===== config.mk =====
export PLATFORM = sky130hd
export DESIGN_NAME = pattern_pack_gen
export DESIGN_NICKNAME = d
export VERILOG_FILES = /design/src/rtl/pattern_pack_gen.sv
export SDC_FILE = /design/constraint.sdc
export NUM_CORES = 1
export LEC_CHECK = 0
export BUFFER_PORTS_ARGS = -buffer_cell sky130_fd_sc_hd__buf_4
export CELL_PAD_IN_SITES_DETAIL_PLACEMENT = 0
export CELL_PAD_IN_SITES_GLOBAL_PLACEMENT = 1
export CORE_UTILIZATION = 50
export CTS_BUF_LIST = sky130_fd_sc_hd__clkbuf_8
export DETAILED_ROUTE_END_ITERATION = 8
export GPL_ROUTABILITY_DRIVEN = 0
export GPL_TIMING_DRIVEN = 0
export PLACE_DENSITY_LB_ADDON = 0.1
export REMOVE_ABC_BUFFERS = 1
export SLEW_MARGIN = 20
export SYNTH_ARGS = -nofsm -noshare
export SYNTH_HDL_FRONTEND = slang
export SYNTH_SLANG_ARGS = --single-unit

===== constraint.sdc =====
create_clock -name clk -period 6.3 [get_ports clk]
set_input_delay 0.63 -clock clk [delete_from_list [all_inputs] [get_ports clk]]
set_output_delay 0.63 -clock clk [all_outputs]
set_load 0.02 [all_outputs]

===== src/rtl/pattern_pack_gen.sv =====
// Test-pattern video source: generates frame timing from programmable
// porch/sync parameters and fills active pixels with a selectable pattern,
// emitting the result as a 50-bit pixel pack.
//
// Pack layout (bit 49 down to 0):
//   [49] clk  [48] href  [47] hsync  [46] vsync  [45] de
//   [44:34] x (zero-extended)  [33:24] y (zero-extended)  [23:0] rgb {r,g,b}

// Assembles the pack word from its fields; x/y are zero-extended to the
// fixed 11/10-bit pack slots.
module hdmi_pack #(
  parameter int XW = 11,
  parameter int YW = 10
) (
  input  logic          clk,
  input  logic          href,
  input  logic          hsync,
  input  logic          vsync,
  input  logic          de,
  input  logic [XW-1:0] x,
  input  logic [YW-1:0] y,
  input  logic [23:0]   rgb,
  output logic [49:0]   pack
);
  assign pack = {clk, href, hsync, vsync, de, 11'(x), 10'(y), rgb};
endmodule

module pattern_pack_gen #(
  parameter int          H_ACT     = 1280,
  parameter int          V_ACT     = 720,
  parameter int          H_FP      = 110,
  parameter int          H_SYNC    = 40,
  parameter int          H_BP      = 220,
  parameter int          V_FP      = 5,
  parameter int          V_SYNC    = 5,
  parameter int          V_BP      = 20,
  parameter bit          HS_POL    = 1'b1,
  parameter bit          VS_POL    = 1'b1,
  parameter logic [23:0] SOLID_RGB = 24'h808080
) (
  input  logic        clk,
  input  logic        rst,
  input  logic        i_en,
  input  logic [1:0]  i_mode,
  output logic [49:0] o_pack,
  output logic        o_frame_done
);
  localparam int XW = $clog2(H_ACT);
  localparam int YW = $clog2(V_ACT);

  localparam logic [15:0] H_ACT_C  = 16'(H_ACT);
  localparam logic [15:0] V_ACT_C  = 16'(V_ACT);
  localparam logic [15:0] H_LAST   = 16'(H_ACT + H_FP + H_SYNC + H_BP - 1);
  localparam logic [15:0] V_LAST   = 16'(V_ACT + V_FP + V_SYNC + V_BP - 1);
  localparam logic [15:0] HS_BEG   = 16'(H_ACT + H_FP);
  localparam logic [15:0] HS_END   = 16'(H_ACT + H_FP + H_SYNC);
  localparam logic [15:0] VS_BEG   = 16'(V_ACT + V_FP);
  localparam logic [15:0] VS_END   = 16'(V_ACT + V_FP + V_SYNC);

  typedef enum logic [0:0] {IDLE = 1'b0, RUN = 1'b1} state_t;

  state_t      state_r, state_s;
  logic [15:0] h_r, h_s, v_r, v_s;
  logic [7:0]  fcnt_r, fcnt_s;
  logic [1:0]  mode_r, mode_s;

  logic          run_s, active_s, hs_act_s, vs_act_s, done_s;
  logic [2:0]    bar_s;
  logic [23:0]   rgb_s;
  logic [XW-1:0] x_s;
  logic [YW-1:0] y_s;

  logic          href_r, hsync_r, vsync_r, de_r, done_r;
  logic [XW-1:0] x_r;
  logic [YW-1:0] y_r;
  logic [23:0]   rgb_r;

  // Colour of each of the eight vertical bars, left to right.
  function automatic logic [23:0] bar_rgb(input logic [2:0] idx);
    case (idx)
      3'd0:    bar_rgb = 24'hFFFFFF;
      3'd1:    bar_rgb = 24'hFFFF00;
      3'd2:    bar_rgb = 24'h00FFFF;
      3'd3:    bar_rgb = 24'h00FF00;
      3'd4:    bar_rgb = 24'hFF00FF;
      3'd5:    bar_rgb = 24'hFF0000;
      3'd6:    bar_rgb = 24'h0000FF;
      default: bar_rgb = 24'h000000;
    endcase
  endfunction

  // Next-state logic: frame-boundary run/stop decisions and raster counters.
  always_comb begin
    state_s = state_r;
    h_s     = h_r;
    v_s     = v_r;
    fcnt_s  = fcnt_r;
    mode_s  = mode_r;
    case (state_r)
      IDLE: begin
        h_s = 16'd0;
        v_s = 16'd0;
        if (i_en) begin
          state_s = RUN;
          mode_s  = i_mode;
        end else begin
          state_s = IDLE;
        end
      end
      RUN: begin
        if (h_r == H_LAST) begin
          h_s = 16'd0;
          if (v_r == V_LAST) begin
            v_s = 16'd0;
            // Stop only here so a frame is never cut short.
            if (i_en) begin
              mode_s = i_mode;
              fcnt_s = fcnt_r + 8'd1;
            end else begin
              state_s = IDLE;
            end
          end else begin
            v_s = v_r + 16'd1;
          end
        end else begin
          h_s = h_r + 16'd1;
        end
      end
      default: begin
        state_s = IDLE;
        h_s     = 16'd0;
        v_s     = 16'd0;
      end
    endcase
  end

  // FSM state, raster position, frame count and latched pattern mode.
  always_ff @(posedge clk or posedge rst) begin
    if (rst) begin
      state_r <= IDLE;
      h_r     <= 16'd0;
      v_r     <= 16'd0;
      fcnt_r  <= 8'd0;
      mode_r  <= 2'd0;
    end else begin
      state_r <= state_s;
      h_r     <= h_s;
      v_r     <= v_s;
      fcnt_r  <= fcnt_s;
      mode_r  <= mode_s;
    end
  end

  // Region decode and pattern generation for the current raster position.
  always_comb begin
    run_s    = (state_r == RUN);
    active_s = run_s && (h_r < H_ACT_C) && (v_r < V_ACT_C);
    hs_act_s = run_s && (h_r >= HS_BEG) && (h_r < HS_END);
    vs_act_s = run_s && (v_r >= VS_BEG) && (v_r < VS_END);
    done_s   = run_s && (h_r == H_LAST) && (v_r == V_LAST);
    bar_s    = 3'd0;
    for (int k = 1; k < 8; k++) begin
      if (h_r >= 16'((k * H_ACT) / 8)) begin
        bar_s = 3'(k);
      end else begin
        bar_s = bar_s;
      end
    end
    if (active_s) begin
      x_s = h_r[XW-1:0];
      y_s = v_r[YW-1:0];
      case (mode_r)
        2'd0:    rgb_s = bar_rgb(bar_s);
        2'd1:    rgb_s = {h_r[7:0], v_r[7:0], fcnt_r};
        2'd2:    rgb_s = SOLID_RGB;
        2'd3:    rgb_s = (h_r[5] ^ v_r[5]) ? 24'hFFFFFF : 24'h000000;
        default: rgb_s = 24'h000000;
      endcase
    end else begin
      x_s   = {XW{1'b0}};
      y_s   = {YW{1'b0}};
      rgb_s = 24'h000000;
    end
  end

  // Output register stage: every pack field lags the counters by one cycle.
  always_ff @(posedge clk or posedge rst) begin
    if (rst) begin
      href_r  <= 1'b0;
      de_r    <= 1'b0;
      hsync_r <= ~HS_POL;
      vsync_r <= ~VS_POL;
      x_r     <= {XW{1'b0}};
      y_r     <= {YW{1'b0}};
      rgb_r   <= 24'h000000;
      done_r  <= 1'b0;
    end else begin
      href_r  <= active_s;
      de_r    <= active_s;
      hsync_r <= hs_act_s ? HS_POL : ~HS_POL;
      vsync_r <= vs_act_s ? VS_POL : ~VS_POL;
      x_r     <= x_s;
      y_r     <= y_s;
      rgb_r   <= rgb_s;
      done_r  <= done_s;
    end
  end

  assign o_frame_done = done_r;

  hdmi_pack #(
    .XW (XW),
    .YW (YW)
  ) u_pack (
    .clk   (clk),
    .href  (href_r),
    .hsync (hsync_r),
    .vsync (vsync_r),
    .de    (de_r),
    .x     (x_r),
    .y     (y_r),
    .rgb   (rgb_r),
    .pack  (o_pack)
  );
endmodule


==> results.json, run 1 <==
{
  "syn_area_per_cell_um2": 10.1,
  "hp-class": "input pin to asynchronous set/reset pin",
  "swShare": 0.294,
  "io_pins": 56,
  "grt.met2_usage": 0.338,
  "pwr_density_cell_mw_per_mm2": 289,
  "pwr-share-seq": 0.491,
  "grt_util_met3": 0.0411,
  "async_flop_share": 1.00,
  "area_growth_syn_to_layout_pct": 15.8,
  "hpwlAfterDp_um": 6530,
  "overflow": 0,
  "ys_warn_count": 0,
  "vdd_ir_drop_max_mv": 0.172,
  "ys_types": 55,
  "cts.repair.resized": 0,
  "ys_dominant_reg_cell": "dfrtp_1",
  "tns_ps": 0,
  "via_per_inst": 5.84,
  "drtPass1Iterations": 5,
  "final_nets": 488,
  "totalWireLength_um": 9820,
  "r2r_setup_slack_ps": 3190,
  "first_global_vias": 3206,
  "final_common_cell": "dfrtp_1",
  "busiest_layer": "met1",
  "total_power_w": 0.00147,
  "wl_per_cell_um": 16.8,
  "switching_power_w": 0.000432,
  "num_rows": 33,
  "grt_pass1_wl_um": 16400,
  "rsz0062_at_grt": "no",
  "io_buffers": 55,
  "gr-usage-met1": 0.356,
  "path_max_fanout": 2,
  "ant_nets": 0,
  "grtUsageTotal": 0.237,
  "clk_latency_ps": 460,
  "setup.worst_path.start": "clk",
  "synth-edff-count": 0,
  "grt_max_degree": 58,
  "drv_slew": 0,
  "drive_gt1_frac": 0.183,
  "place_inst": 567,
  "p_clk_frac": 0.347,
  "drc": 0,
  "ys_seq_elements": 92,
  "diodes": 0,
  "cts_tree": "built",
  "cts.clk_slew.worst_paths_ps": 90,
  "dieArea_mm2": 0.00916,
  "hold_viol": 0,
  "tightest_slew_ps": 836,
  "syn_area_mm2": 0.00439,
  "end_kind": "primary output",
  "initial_core_util": 0.526,
  "cp.arrival_ps": 3520,
  "cap_violations": 0,
  "path_class": "clock port to primary output",
  "die_h_um": 95.7,
  "coreArea_mm2": 0.00834,
  "clock_skew_ps": 11.5,
  "final_cell_mix": "dfrtp_1, buf_4, a21oi_1, nor2_1",
  "initialDrtViolationCount": 192,
  "vias": 3414,
  "syn_inst": 436,
  "combPwrFrac": 0.163,
  "antenna_found_initial": 0,
  "reg2reg_from": "h_r[13]$_DFF_PP0_",
  "instances_no_fill": 585,
  "die_w_um": 95.7,
  "yosysSeqAreaShare": 0.525,
  "holdBufCountCts": 0,
  "finalSetupViolations": 0,
  "cell_internal_pwr_w": 0.00104,
  "post_cts_buffers": 0,
  "cellLeakagePower_nw": 2.25,
  "fin_util": 0.610,
  "cp-start-kind": "clock port",
  "rr_worst_depth": 5,
  "reg2reg_to": "rgb_r[6]$_DFF_PP0_",
  "relSlewSlack": 0.443,
  "cp.required_ps": 5670,
  "outcome": "complete, no violations"
}
[synthesized netlist by cell type (all sizes together), types with 6 or more instances]
master / n / area, um^2
a21oi: 34 / 170
a221o: 7 / 70.1
and2: 24 / 150
and3: 16 / 100
buf: 6 / 48.8
clkbuf: 24 / 90.1
dfrtp: 92 / 2300
ha: 7 / 87.6
inv: 10 / 37.5
nand2: 25 / 96.4
nand2b: 20 / 125
nand3: 16 / 80.1
nand4: 11 / 68.8
nor2: 32 / 120
nor2b: 10 / 70.1
nor3: 6 / 30.0
nor4: 6 / 43.8
o21ai: 18 / 90.1
or4: 8 / 67.6
xnor2: 8 / 70.1
xor2: 11 / 96.3
[through the flow]
stage          hold WS, ps  setup slack (ps)  instance area (um^2)
6_report               281              2150                  5080
5_1_grt                336              2150                  5080
4_1_cts                297              2150                  5080
3_5_place_dp           460              2390                  4820
3_3_place_gp           464              2270                  4790
2_1_floorplan          443              2520                  4250
[worst max-delay path, stage by stage]
cell and delay [ps]:
clkbuf_8 110, clkbuf_8 120, buf_4 140
[final cells by class]
type	instances	area, um^2
Timing Repair Buffer	55	425
Sequential cell	92	2300
Multi-Input combinational cell	303	1910
Fill cell	713	3260
Clock inverter	5	85.1
Inverter	11	43.8
Tap cell	105	131
Clock buffer	14	186
[flip-flops by register name, indices dropped and copies added (netlist names)]
register and cells:
mode_r 2, y_r 10, fcnt_r 8, x_r 11, de_r 1, h_r 16, rgb_r 24, o_frame_done 1
run_s 1, v_r 16, hsync_r 1, vsync_r 1
[power by group through the flow]
stage               combinational [W]  sequential, W  clock (W)
floorplan                    0.000111       0.000755          0
global placement             0.000232       0.000729  0.0000185
detailed placement           0.000240       0.000732  0.0000185
CTS                          0.000242       0.000720   0.000522
global route                 0.000265       0.000733   0.000550
finish                       0.000239       0.000721   0.000509
[cells by family after synthesis]
family / count (synthesis) / share of synthesized area
and+or+nand+nor: 195 / 0.256
DFF: 92 / 0.525
AOI/OAI and AO/OA: 77 / 0.108
buffers and inverters: 41 / 0.0411
xor gates and xnor gates: 19 / 0.0379
adders and majority gates: 8 / 0.0222
muxes: 4 / 0.0103
[worst max-delay path by stage]
stage	to	cells past startpoint	slack, ps
after global routing	o_pack[49]	3	2150
after floorplan	o_pack[49]	0	2520
after global placement	h_r[12]$_DFF_PP0_	2	2270
after CTS	o_pack[49]	3	2150
final	o_pack[49]	3	2150
after detailed placement	o_pack[49]	1	2390
[metal layers]
| metal | routed length, um | share of wire |
|---|---|---|
| met1 | 4740 | 0.48 |
| met2 | 4390 | 0.45 |
| met3 | 580 | 0.059 |
| met4 | 112 | 0.011 |
| met5 | 0 | 0 |
Note: power is estimated with default switching activity, not from simulation.
==> inputs of run 2 (changes only) <==
--- a/config.mk
+++ b/config.mk
@@ -8,7 +8,7 @@
 export BUFFER_PORTS_ARGS = -buffer_cell sky130_fd_sc_hd__buf_4
 export CELL_PAD_IN_SITES_DETAIL_PLACEMENT = 0
 export CELL_PAD_IN_SITES_GLOBAL_PLACEMENT = 1
-export CORE_UTILIZATION = 50
+export CORE_UTILIZATION = 42
 export CTS_BUF_LIST = sky130_fd_sc_hd__clkbuf_8
 export DETAILED_ROUTE_END_ITERATION = 8
 export GPL_ROUTABILITY_DRIVEN = 0
==> constraint.sdc (replaced) <==
create_clock -name clk -period 3.5 [get_ports clk]
set_input_delay 0.35 -clock clk [delete_from_list [all_inputs] [get_ports clk]]
set_output_delay 0.35 -clock clk [all_outputs]
set_load 0.02 [all_outputs]
==> run 2 against run 1 <==
Compared with the run above: clock power increased by 98%; sequential cell count stayed put; setup slack lost 1800 ps; first-iteration DRC count fell by 1.6%; total power up 86%.
==> results.json, run 2 (synthesis results as in run 1) <==
{
  "drv_slew": 0,
  "path_buf_inv": 0,
  "combPwrFrac": 0.157,
  "path_class": "register to register",
  "vias": 3272,
  "first_global_vias": 3244,
  "dieArea_mm2": 0.0109,
  "final_cell_mix": "dfrtp_1, buf_4, a21oi_1, nor2_1",
  "end_kind": "register",
  "swShare": 0.282,
  "pwr_density_cell_mw_per_mm2": 529,
  "hp-class": "input pin to register",
  "grt.met2_usage": 0.295,
  "total_power_w": 0.00273,
  "cts.clk_slew.worst_paths_ps": 90,
  "cell_internal_pwr_w": 0.00196,
  "pre_cts_ws_ps": 355,
  "antenna_found_initial": 0,
  "r2r_setup_slack_ps": 400,
  "cp.required_ps": 3870,
  "final_nets": 489,
  "grtUsageTotal": 0.198,
  "cp-start-kind": "register",
  "totalWireLength_um": 10000,
  "instances_no_fill": 615,
  "crit_chain": "or4_4 > nor2_1 > and4_1 > o211ai_1 > a21oi_1",
  "finalSetupViolations": 0,
  "num_rows": 36,
  "largest-register": "rgb_r",
  "drc": 0,
  "setup.worst_path.start": "h_r[13]$_DFF_PP0_",
  "rsz0062_at_grt": "no",
  "place_inst": 595,
  "area_growth_syn_to_layout_pct": 17.9,
  "fin_util": 0.520,
  "drive_gt1_frac": 0.185,
  "relSlewSlack": 0.415,
  "busiest_layer": "met2",
  "clk_latency_ps": 460,
  "io_pins": 56,
  "reg2reg_to": "rgb_r[7]$_DFF_PP0_",
  "grt_util_met3": 0.0301,
  "slowest_delay_ps": 830,
  "path_max_fanout": 25,
  "die_h_um": 104,
  "p_clk_frac": 0.371,
  "initial_core_util": 0.441,
  "diodes": 0,
  "fillers": 913,
  "final_common_cell": "dfrtp_1",
  "initialDrtViolationCount": 189,
  "rr_worst_depth": 5,
  "path_depth": 5,
  "wl_per_cell_um": 16.3,
  "top_regs": "rgb_r: 24 flops, h_r: 16 flops, v_r: 16 flops",
  "path_delay_family": "simple AND/OR/NAND/NOR gates",
  "cts_tree": "built",
  "min_period_ps": 3100,
  "cap_violations": 0,
  "drtPass1Iterations": 5,
  "cp.arrival_ps": 3470,
  "cts.repair.resized": 0,
  "pwr-share-seq": 0.473,
  "clock_skew_ps": 9.95,
  "grt_pass1_wl_um": 16900,
  "hpwlAfterDp_um": 6620,
  "fin_crit_sh": 0.886,
  "coreArea_mm2": 0.00995,
  "endpoint": "rgb_r[7]$_DFF_PP0_",
  "switching_power_w": 0.000770,
  "io_buffers": 55,
  "reg2reg_from": "h_r[13]$_DFF_PP0_",
  "grt_max_degree": 57,
  "fmax_mhz": 323,
  "largest_reg_flops": 24,
  "hold_viol": 0,
  "gr-usage-met1": 0.290,
  "post_cts_buffers": 0,
  "cp_slowest_cell": "and4_1",
  "cellLeakagePower_nw": 2.27,
  "via_per_inst": 5.32,
  "outcome": "complete, no violations",
  "overflow": 0,
  "ant_nets": 0,
  "die_w_um": 104,
  "tightest_slew_ps": 877,
  "vdd_ir_drop_max_mv": 0.237,
  "timing.final.ws_setup_ps": 400
}
[run 2: changes by cell type in the layout (fill, tap and decap cells not counted), sizes merged]
cell and delta:
bufinv +1, clkbuf +1, dlygate4sd3 +1, clkinv -1
[run 2: repair_timing]
action                     in CTS  in global routing
hold buffers                    1                  0
hold endpoints to repair       36                  0
setup endpoints to repair       0                  0
[run 2: routing by layer]
metal,up-vias,share of wire,wire length [um]
li1,1608,-,-
met1,1600,0.51,5110
met2,54,0.45,4520
met3,10,0.025,254
met4,0,0.013,128
met5,-,0,0
[run 2: stage by stage]
| stage | hold slack, ps | area (um^2) | TNS (ps) |
|---|---|---|---|
| global placement | 459 | 4830 | -27470 |
| CTS | 108 | 5170 | 0 |
| floorplan | 350 | 4250 | 0 |
| global route | 104 | 5170 | 0 |
| detailed placement | 363 | 4860 | 0 |
| finish | 123 | 5170 | 0 |
[run 2: area by class of cell]
type | instances | area (um^2) | area share
clock inverters | 5 | 106 | 0.0206
well taps | 133 | 166 | 0.0322
inverters | 11 | 46.3 | 0.00895
multi-input cells | 303 | 1910 | 0.369
flip-flops and latches | 92 | 2300 | 0.445
repair buffers | 56 | 443 | 0.0856
clock buffers | 15 | 200 | 0.0387
[run 2: worst min-delay path by stage]
stage	start	end	slack (ps)	depth (start not counted)
finish	i_mode[1]	mode_r[1]$_DFFE_PP0P_	120	2
global route	i_mode[1]	mode_r[1]$_DFFE_PP0P_	100	2
CTS	i_mode[1]	mode_r[1]$_DFFE_PP0P_	110	2
detailed placement	rst	rgb_r[22]$_DFF_PP0_	360	2
global placement	fcnt_r[7]$_DFFE_PP0P_	fcnt_r[7]$_DFFE_PP0P_	460	1
floorplan	clk	o_pack[49]	350	0
[run 2: power by group through the flow]
stage	Clock, W	Combinational, W	Sequential (W)
after floorplan	0	0.000200	0.00136
after global placement	0.0000334	0.000419	0.00131
after detailed placement	0.0000334	0.000429	0.00131
after CTS	0.00104	0.000434	0.00129
after global routing	0.00108	0.000472	0.00131
final	0.00101	0.000428	0.00129
